==> config.mk <==
export PLATFORM = sky130hd
export DESIGN_NAME = program_loader
export DESIGN_NICKNAME = d
export VERILOG_FILES = /design/src/rtl/program_loader.sv
export SDC_FILE = /design/constraint.sdc
export NUM_CORES = 1
export LEC_CHECK = 0
export CORE_MARGIN = 8
export CORE_UTILIZATION = 45
export CTS_CLUSTER_DIAMETER = 80
export DETAILED_ROUTE_END_ITERATION = 8
export PLACE_DENSITY_LB_ADDON = 0.05
export SYNTH_ARGS = -nofsm -noshare
export SYNTH_HDL_FRONTEND = slang
export SYNTH_SLANG_ARGS = --single-unit
==> constraint.sdc <==
create_clock -name clk -period 5.09 [get_ports clk]
set_clock_uncertainty 0.15 [all_clocks]
set_input_delay 1.018 -clock clk [delete_from_list [all_inputs] [get_ports clk]]
set_output_delay 1.018 -clock clk [all_outputs]
set_load 0.01 [all_outputs]
==> src/rtl/program_loader.sv <==
// Program loader: accepts decoded ISA fields during a load session, packs them
// into 16-bit instruction words, buffers them in a 4-entry FIFO and streams them
// to program memory at consecutive addresses with a valid/ready style handshake.
// Illegal opcodes are consumed and flagged without being written.
module program_loader (
    input  logic        clk,
    input  logic        rst,
    input  logic        load_start,
    input  logic        load_end,
    input  logic        in_valid,
    output logic        in_ready,
    input  logic [3:0]  in_opcode,
    input  logic [3:0]  in_dst,
    input  logic [3:0]  in_op2,
    input  logic [3:0]  in_op3,
    output logic        mem_we,
    input  logic        mem_ready,
    output logic [7:0]  mem_addr,
    output logic [15:0] mem_wdata,
    output logic [8:0]  count,
    output logic        busy,
    output logic        done,
    output logic        err_illegal,
    output logic        err_full
);

    localparam int unsigned Depth     = 4;
    localparam logic [3:0]  IllegalOp = 4'b1100;
    localparam logic [9:0]  MaxCount  = 10'd256;

    typedef enum logic [1:0] {
        StIdle,
        StLoad,
        StFlush,
        StDone
    } state_e;

    state_e state;

    // FIFO storage and bookkeeping
    logic [15:0] fifo_mem [Depth];
    logic [1:0]  wr_ptr;
    logic [1:0]  rd_ptr;
    logic [2:0]  occ;

    logic        fifo_full;
    logic        fifo_empty;
    logic [9:0]  pending;
    logic        room;
    logic        at_cap;
    logic        is_load;
    logic        is_flush;
    logic        is_illegal;
    logic        transfer;
    logic        push;
    logic        pop;
    logic [15:0] in_word;

    // Handshake and datapath decode, all derived from registered state
    always_comb begin
        is_load    = (state == StLoad);
        is_flush   = (state == StFlush);
        fifo_full  = (occ == 3'd4);
        fifo_empty = (occ == 3'd0);
        // Words already written plus words still buffered; must never exceed 256
        pending    = {1'b0, count} + {7'b0, occ};
        room       = (pending < MaxCount);
        at_cap     = (pending == MaxCount);
        in_word    = {in_opcode, in_dst, in_op2, in_op3};
        is_illegal = (in_opcode == IllegalOp);

        in_ready   = is_load && !fifo_full && room;
        transfer   = in_valid && in_ready;
        push       = transfer && !is_illegal;

        // FIFO registers are cleared by rst, so mem_we drops with reset immediately
        mem_we     = (is_load || is_flush) && !fifo_empty;
        pop        = mem_we && mem_ready;
        mem_wdata  = mem_we ? fifo_mem[rd_ptr] : 16'h0000;
    end

    // FIFO storage: data needs no reset, validity is tracked by occ
    always_ff @(posedge clk) begin
        if (push) begin
            fifo_mem[wr_ptr] <= in_word;
        end
    end

    // FIFO pointers and occupancy; push and pop may coincide
    always_ff @(posedge clk or posedge rst) begin
        if (rst) begin
            wr_ptr <= 2'd0;
            rd_ptr <= 2'd0;
            occ    <= 3'd0;
        end else begin
            if (push) begin
                wr_ptr <= wr_ptr + 2'd1;
            end
            if (pop) begin
                rd_ptr <= rd_ptr + 2'd1;
            end
            unique case ({push, pop})
                2'b10:   occ <= occ + 3'd1;
                2'b01:   occ <= occ - 3'd1;
                default: occ <= occ;
            endcase
        end
    end

    // Session FSM with registered status, address, count and sticky error flags
    always_ff @(posedge clk or posedge rst) begin
        if (rst) begin
            state       <= StIdle;
            busy        <= 1'b0;
            done        <= 1'b0;
            count       <= 9'd0;
            mem_addr    <= 8'd0;
            err_illegal <= 1'b0;
            err_full    <= 1'b0;
        end else begin
            // Completed write; the address saturates so it never wraps to 0
            if (pop) begin
                count <= count + 9'd1;
                if (mem_addr != 8'hFF) begin
                    mem_addr <= mem_addr + 8'd1;
                end
            end

            unique case (state)
                StIdle, StDone: begin
                    if (load_start) begin
                        state       <= StLoad;
                        busy        <= 1'b1;
                        done        <= 1'b0;
                        count       <= 9'd0;
                        mem_addr    <= 8'd0;
                        err_illegal <= 1'b0;
                        err_full    <= 1'b0;
                    end
                end
                StLoad: begin
                    if (transfer && is_illegal) begin
                        err_illegal <= 1'b1;
                    end
                    if (in_valid && at_cap) begin
                        err_full <= 1'b1;
                    end
                    if (load_end) begin
                        state <= StFlush;
                    end
                end
                StFlush: begin
                    if (fifo_empty) begin
                        state <= StDone;
                        busy  <= 1'b0;
                        done  <= 1'b1;
                    end
                end
                default: begin
                    state <= StIdle;
                    busy  <= 1'b0;
                    done  <= 1'b0;
                end
            endcase
        end
    end

endmodule

Yosys cells after proc, flatten, opt, wreduce, memory -nomap -nowiden
Memory sizes are Yosys's and may differ from the RTL's.
Index checks and enable logic that the tools add are counted.
- add/subtract/negate cells: 7
- order comparisons: 1
- equal/unequal tests: 14
- mux-type cells: 25
- reduce and logical (&&, ||, !) cells: 22
- operators with widths (operator ; number):
    8-bit two-way mux ; 4
    9-bit two-way mux ; 3
    16-bit two-way mux ; 1
    3-bit AND reduction ; 4
    9-bit by 3-bit adder with 10-bit output ; 1
    10-bit by 9-bit == test with 1-bit output (second input constant) ; 1
    10-bit by 9-bit < comparator with 1-bit output (second input constant) ; 1
    9-bit by 1-bit adder with 9-bit output (second input constant) ; 1
    8-bit by 1-bit adder with 8-bit output (second input constant) ; 1
    1-bit logical AND ; 8
    1-bit two-way mux ; 8
    8-bit inequality test (second input constant) ; 1
    1-bit one-hot mux with 2 select lines ; 4
    2-bit == test (second input constant) ; 3
    2-bit two-way mux ; 3
    2-bit inequality test (second input constant) ; 3
    2-bit one-hot mux with 3 select lines ; 1
    3-bit one-hot mux with 2 select lines ; 1
    2-bit nonzero test ; 3
    2-bit by 1-bit adder with 2-bit output (second input constant) ; 2
    2-bit by 1-bit == test with 1-bit output (second input constant) ; 2
    4-bit == test (second input constant) ; 1
    2-bit by 1-bit inequality test with 1-bit output (second input constant) ; 2
    3-bit by 1-bit adder with 3-bit output (second input constant) ; 1
    7 further kinds ; 9
- register bits after elaboration: 30
- bits in writable memories: 64
- bits of input ports: 22
- output and inout port bits: 39
- memories: 1
- memory list (name ; depth ; width ; read ports ; clocked after Yosys merged registers in ; wr ports ; line ; source):
    fifo_mem ; 4 ; 16 ; 1 ; 0 ; 1 ; 41 ; logic [15:0] fifo_mem [Depth];

Logic depth before layout (Yosys ltp)
- word-level depth: 8
- depth in mapped cells: 14

Least setup slack after synthesis
Ideal clock, no wire load.
- path type: reg2reg
- from: register count[0]
- to: register occ[2]
- arrival: 2.818 ns
- data required time: 4.861 ns
- path slack: 2.043 ns
- stages on the path, launching flop included: 15
- buffers on the path: 0
- period minus slack after synthesis: 3.047 ns
- cell sequence: dfrtp_1 > ha_1 > inv_1 > fa_1 > and2b_2 > o2111ai_1 > mux2i_1 > nor2_2 > inv_1 > ha_1 > inv_1 > fa_1 > xor2_1 > nor2_1 > xor2_1
- word-level cells in the longest chain between the ends: 7
- elaborated cells on any way between the ends: 9
- classes of those cells: add/sub: 1; order compare: 1; eq/ne: 2; mux: 1; reduce/logical: 4
- RTL lines (what ; line ; source):
    start, declared ; 20 ; output logic [8:0] count,
    start signal, assigned ; 123 ; count <= count + 9'd1;
    9-bit by 3-bit adder with 10-bit output * ; 66 ; pending = {1'b0, count} + {7'b0, occ};
    10-bit by 9-bit < comparator with 1-bit output * ; 67 ; room = (pending < MaxCount);
    1-bit logical AND * ; 72 ; in_ready = is_load && !fifo_full && room;
    1-bit logical AND * ; 73 ; transfer = in_valid && in_ready;
    1-bit logical AND * ; 74 ; push = transfer && !is_illegal;
    2-bit by 1-bit == test with 1-bit output or 2-bit == test (tied branches) ; 102 ; unique case ({push, pop})
    3-bit one-hot mux with 2 select lines or 2-bit nonzero test (tied branches) ; - ;
    end signal, assigned ; 103 ; 2'b10: occ <= occ + 3'd1;
    end signal, assigned ; 104 ; 2'b01: occ <= occ - 3'd1;
    end, declared ; 44 ; logic [2:0] occ;
Mark *: on every way between the ends. The rest lies on a longest branch, timed or not.
A chain may end at the register's enable or synchronous reset.

Worst setup path in the final report
- from: register occ[0]
- to: output in_ready
- word-level cells in the longest chain between the ends: 4
- elaborated cells on any way between the ends: 6
- classes of those cells: add/sub: 1; order compare: 1; eq/ne: 1; reduce/logical: 3
- RTL lines (what ; line ; source):
    branches (longest 3 deep; another with 9-bit by 3-bit adder with 10-bit output) ; - ;
    1-bit logical AND * ; 72 ;
    end, declared ; 11 ; output logic in_ready,
Every way passes the cells marked *.

==> flow_summary.json <==
{
  "postCtsHoldBufs": 0,
  "timing.rr.end": "occ[2]$_DFFE_PP0P_",
  "num_vias": 2556,
  "htree_levels": 3,
  "wl_per_cell_um": 17.63,
  "async_flop_share_pct": 31.91,
  "dieArea_mm2": 0.01283,
  "power.share.clock_pct": 18.4,
  "p_int_uw": 1749,
  "holdWs_ns": 0.3822,
  "arrival_ns": 2.75,
  "critPathSlowestCell": "clkdlybuf4s50_1",
  "drc": 0,
  "dieHeight_um": 113.3,
  "grt_usage_pct": 13.71,
  "critPathLaunchType": "flip-flop",
  "r2r_cells": 11,
  "multi_input_area_mm2": 0.001468,
  "end_kind": "output pin",
  "antenna_found_initial": 0,
  "yosys_warnings": 0,
  "drt_pass1_iterations": 4,
  "finalNetCount": 399,
  "place.port_buffers": 60,
  "p_seq_share_pct": 40.1,
  "slew_headroom_pct": 40.56,
  "post_cts_buffers": 0,
  "syn-num-nets": 337,
  "gr-total-overflow": 0,
  "synth.avg_cell_area_um2": 14.19,
  "cap_violations": 0,
  "syn_area_mm2": 0.004258,
  "placed_area_mm2": 0.004962,
  "fin_crit_sh_pct": 76.88,
  "path_class": "flip-flop to output pin",
  "grt_max_degree": 31,
  "max_freq_ghz": 0.2556,
  "wirelength_um": 8429,
  "p_sw_share_pct": 34.34,
  "synth_edf_count": 64,
  "hold-path-endpoint": "count[5]$_DFF_PP0_",
  "path_max_fanout": 6,
  "fin_crit_ns": 3.913,
  "setup_viol": 0,
  "seq_area_mm2": 0.002673,
  "min_path_cells": 1,
  "p_leak_uw": 0.001927,
  "status": "finished, final reports clean",
  "viasPerCell": 5.347,
  "grt_pass1_wl_um": 13740,
  "cp_top_family": "adder cells",
  "synth_cell_type_count": 45,
  "first_iter_violations": 110,
  "yosys_most_used_dff": "edfxtp_1",
  "total_power_uw": 2663,
  "dp_hpwl_um": 5706,
  "finalInstanceArea_mm2": 0.005159,
  "ant_nets": 0,
  "cp.depth": 8,
  "diodes": 0,
  "combinationalPowerShare_pct": 41.5,
  "min_path_type": "flip-flop to flip-flop",
  "cts_resized": 0,
  "tns_ns": 0,
  "nFillCells": 772,
  "clock_sinks": 94,
  "crit_chain": "ha_1 -> inv_1 -> fa_1 -> and2b_2 -> o2111ai_1 -> mux2i_1 -> nor2_1 -> clkdlybuf4s50_1",
  "max-clock-path-buffers": 2,
  "ir_worst_vdd_mv": 0.2672,
  "clock_latency_ns": 0.35,
  "place_ws_ns": 1.512,
  "ys_ff_latch": 94,
  "core_area_mm2": 0.009196,
  "final_max_slew_viol_count": 0,
  "synth_cells": 300,
  "rows": 35,
  "seq_area_frac_synth_pct": 62.77,
  "cts_root_buffer": "clkbuf_8",
  "worstMarginPinSlew_ns": 0.8916,
  "hold_start": "count[5]$_DFF_PP0_",
  "io_pins": 61,
  "grt_pass1_vias": 2665,
  "pwr_density_cell_mw_per_mm2": 516.3,
  "globalplace.congestion": 0.7571,
  "switching_power_uw": 914.6,
  "clk_pin_slew_ns": 0.09,
  "cts_tree": "yes",
  "crit_buf_inv": 2,
  "r2r-start": "state[0]$_DFFE_PP0P_",
  "ff2ff_setup_slack_ns": 1.70,
  "slowest_delay_ns": 0.49,
  "start_util_pct": 46.30,
  "layout_setup_ws_ns": 1.177,
  "syn_to_final_growth_pct": 21.16,
  "finalHoldViolations": 0,
  "cp.required_ns": 3.92,
  "cts_made_buffers": 9,
  "drive_above_1_share_pct": 11.99,
  "die_x_um": 113.3,
  "rsz0062_at_grt": "false"
}
## power by group through the flow
stage,logic (µW),clock network (µW),registers (µW)
6_report,1110,489,1070
5_1_grt,1220,531,1090
4_1_cts,1130,502,1070
3_5_place_dp,1120,0,1090
3_3_place_gp,1100,0,1080
2_1_floorplan,721,0,1020
## per-stage QoR
| step | utilization, % | cells |
|---|---|---|
| after detailed placement | 53.96 | 462 |
| after global routing | 56.10 | 478 |
| final | 56.10 | 478 |
| after global placement | 53.96 | 462 |
| after CTS | 56.10 | 478 |
| after floorplan | - | 300 |
## cells in the mapped netlist (2+ instances only)
library cell | count | area, µm²
nand2b_1 | 2 | 12.51
clkbuf_1 | 6 | 22.52
a31oi_1 | 2 | 12.51
nor4_1 | 2 | 12.51
buf_2 | 4 | 20.02
xnor2_1 | 13 | 113.9
and2_1 | 4 | 25.02
ha_1 | 13 | 162.7
mux4_2 | 16 | 360.4
edfxtp_1 | 64 | 1922
mux2i_1 | 4 | 40.04
fa_1 | 2 | 40.04
a21o_2 | 2 | 17.52
xor2_1 | 4 | 35.03
nand4_1 | 3 | 18.77
inv_1 | 17 | 63.81
dfrtp_1 | 30 | 750.7
a21oi_1 | 7 | 35.03
nand3_1 | 11 | 55.05
nor3_1 | 4 | 20.02
and3_1 | 18 | 112.6
nor2_1 | 19 | 71.32
nor3b_1 | 2 | 15.01
o21ai_0 | 13 | 65.06
nand2_1 | 18 | 67.56
## worst max path at each step
stage	slack, ns	to	startpoint
final	1.18	in_ready	occ[0]$_DFFE_PP0P_
after global routing	0.98	in_ready	occ[0]$_DFFE_PP0P_
after CTS	1.12	mem_wdata[15]	rd_ptr[0]$_DFFE_PP0P_
after detailed placement	1.51	fifo_mem[0][7]$_DFFE_PP_	in_opcode[0]
after global placement	1.53	mem_wdata[5]	rd_ptr[0]$_DFFE_PP0P_
after floorplan	2.04	occ[2]$_DFFE_PP0P_	count[0]$_DFF_PP0_
## cell type report
cell class / instances / area share (%)
inverter: 18 / 1.310
tap: 111 / 2.692
clock buffer: 10 / 2.474
timing repair buffer: 62 / 11.93
sequential: 94 / 51.81
clock inverter: 6 / 1.334
multi-input combinational: 177 / 28.45
## registers in the layout, summed over array words and instances, names as in the netlist
name / flops
busy: 1
count: 9
done: 1
err_full: 1
err_illegal: 1
fifo_mem: 64
mem_addr: 8
occ: 3
rd_ptr: 2
state: 2
wr_ptr: 2
## logic make-up (layout without fill, tap and decap cells)
group	Yosys count	after routing	share of synthesized area, %
AOI/OAI and AO/OA	32	32	4.790
xor gates and xnor gates	17	17	3.497
adders and majority gates	15	15	4.761
buffers and inverters	29	96	2.762
DFF	94	94	62.77
muxes	21	21	9.756
and+or+nand+nor	92	92	11.67
## cell usage in the layout (no fill, tap or decap), drive strengths merged, types with 2 or more instances in the layout
cell,Yosys,routed
xor2,4,4
clkinv,0,2
nor2,20,20
dfrtp,30,30
nand4,3,3
o21ai,13,13
and3,18,18
edfxtp,64,64
ha,13,13
a31oi,2,2
buf,5,2
nand2,18,18
a21oi,7,7
xnor2,13,13
nor3b,2,2
mux2i,4,4
fa,2,2
o31ai,2,2
clkbuf,6,10
a21o,2,2
nand2b,2,2
nand3,11,11
nor3,4,4
and2,5,5
inv,18,20
mux4,16,16
nor4,3,3
clkdlybuf4s50,0,60
## layer usage
layer  up-vias  GRT usage (%)  part of all wire, %
met1      1251          18.09                   45
met3        12          3.568                  7.3
met2        63          21.07                   46
li1       1230              -                    -
met4         0          5.595                  1.6
met5         -              0                    0
Power figures use the tool's default switching activity.
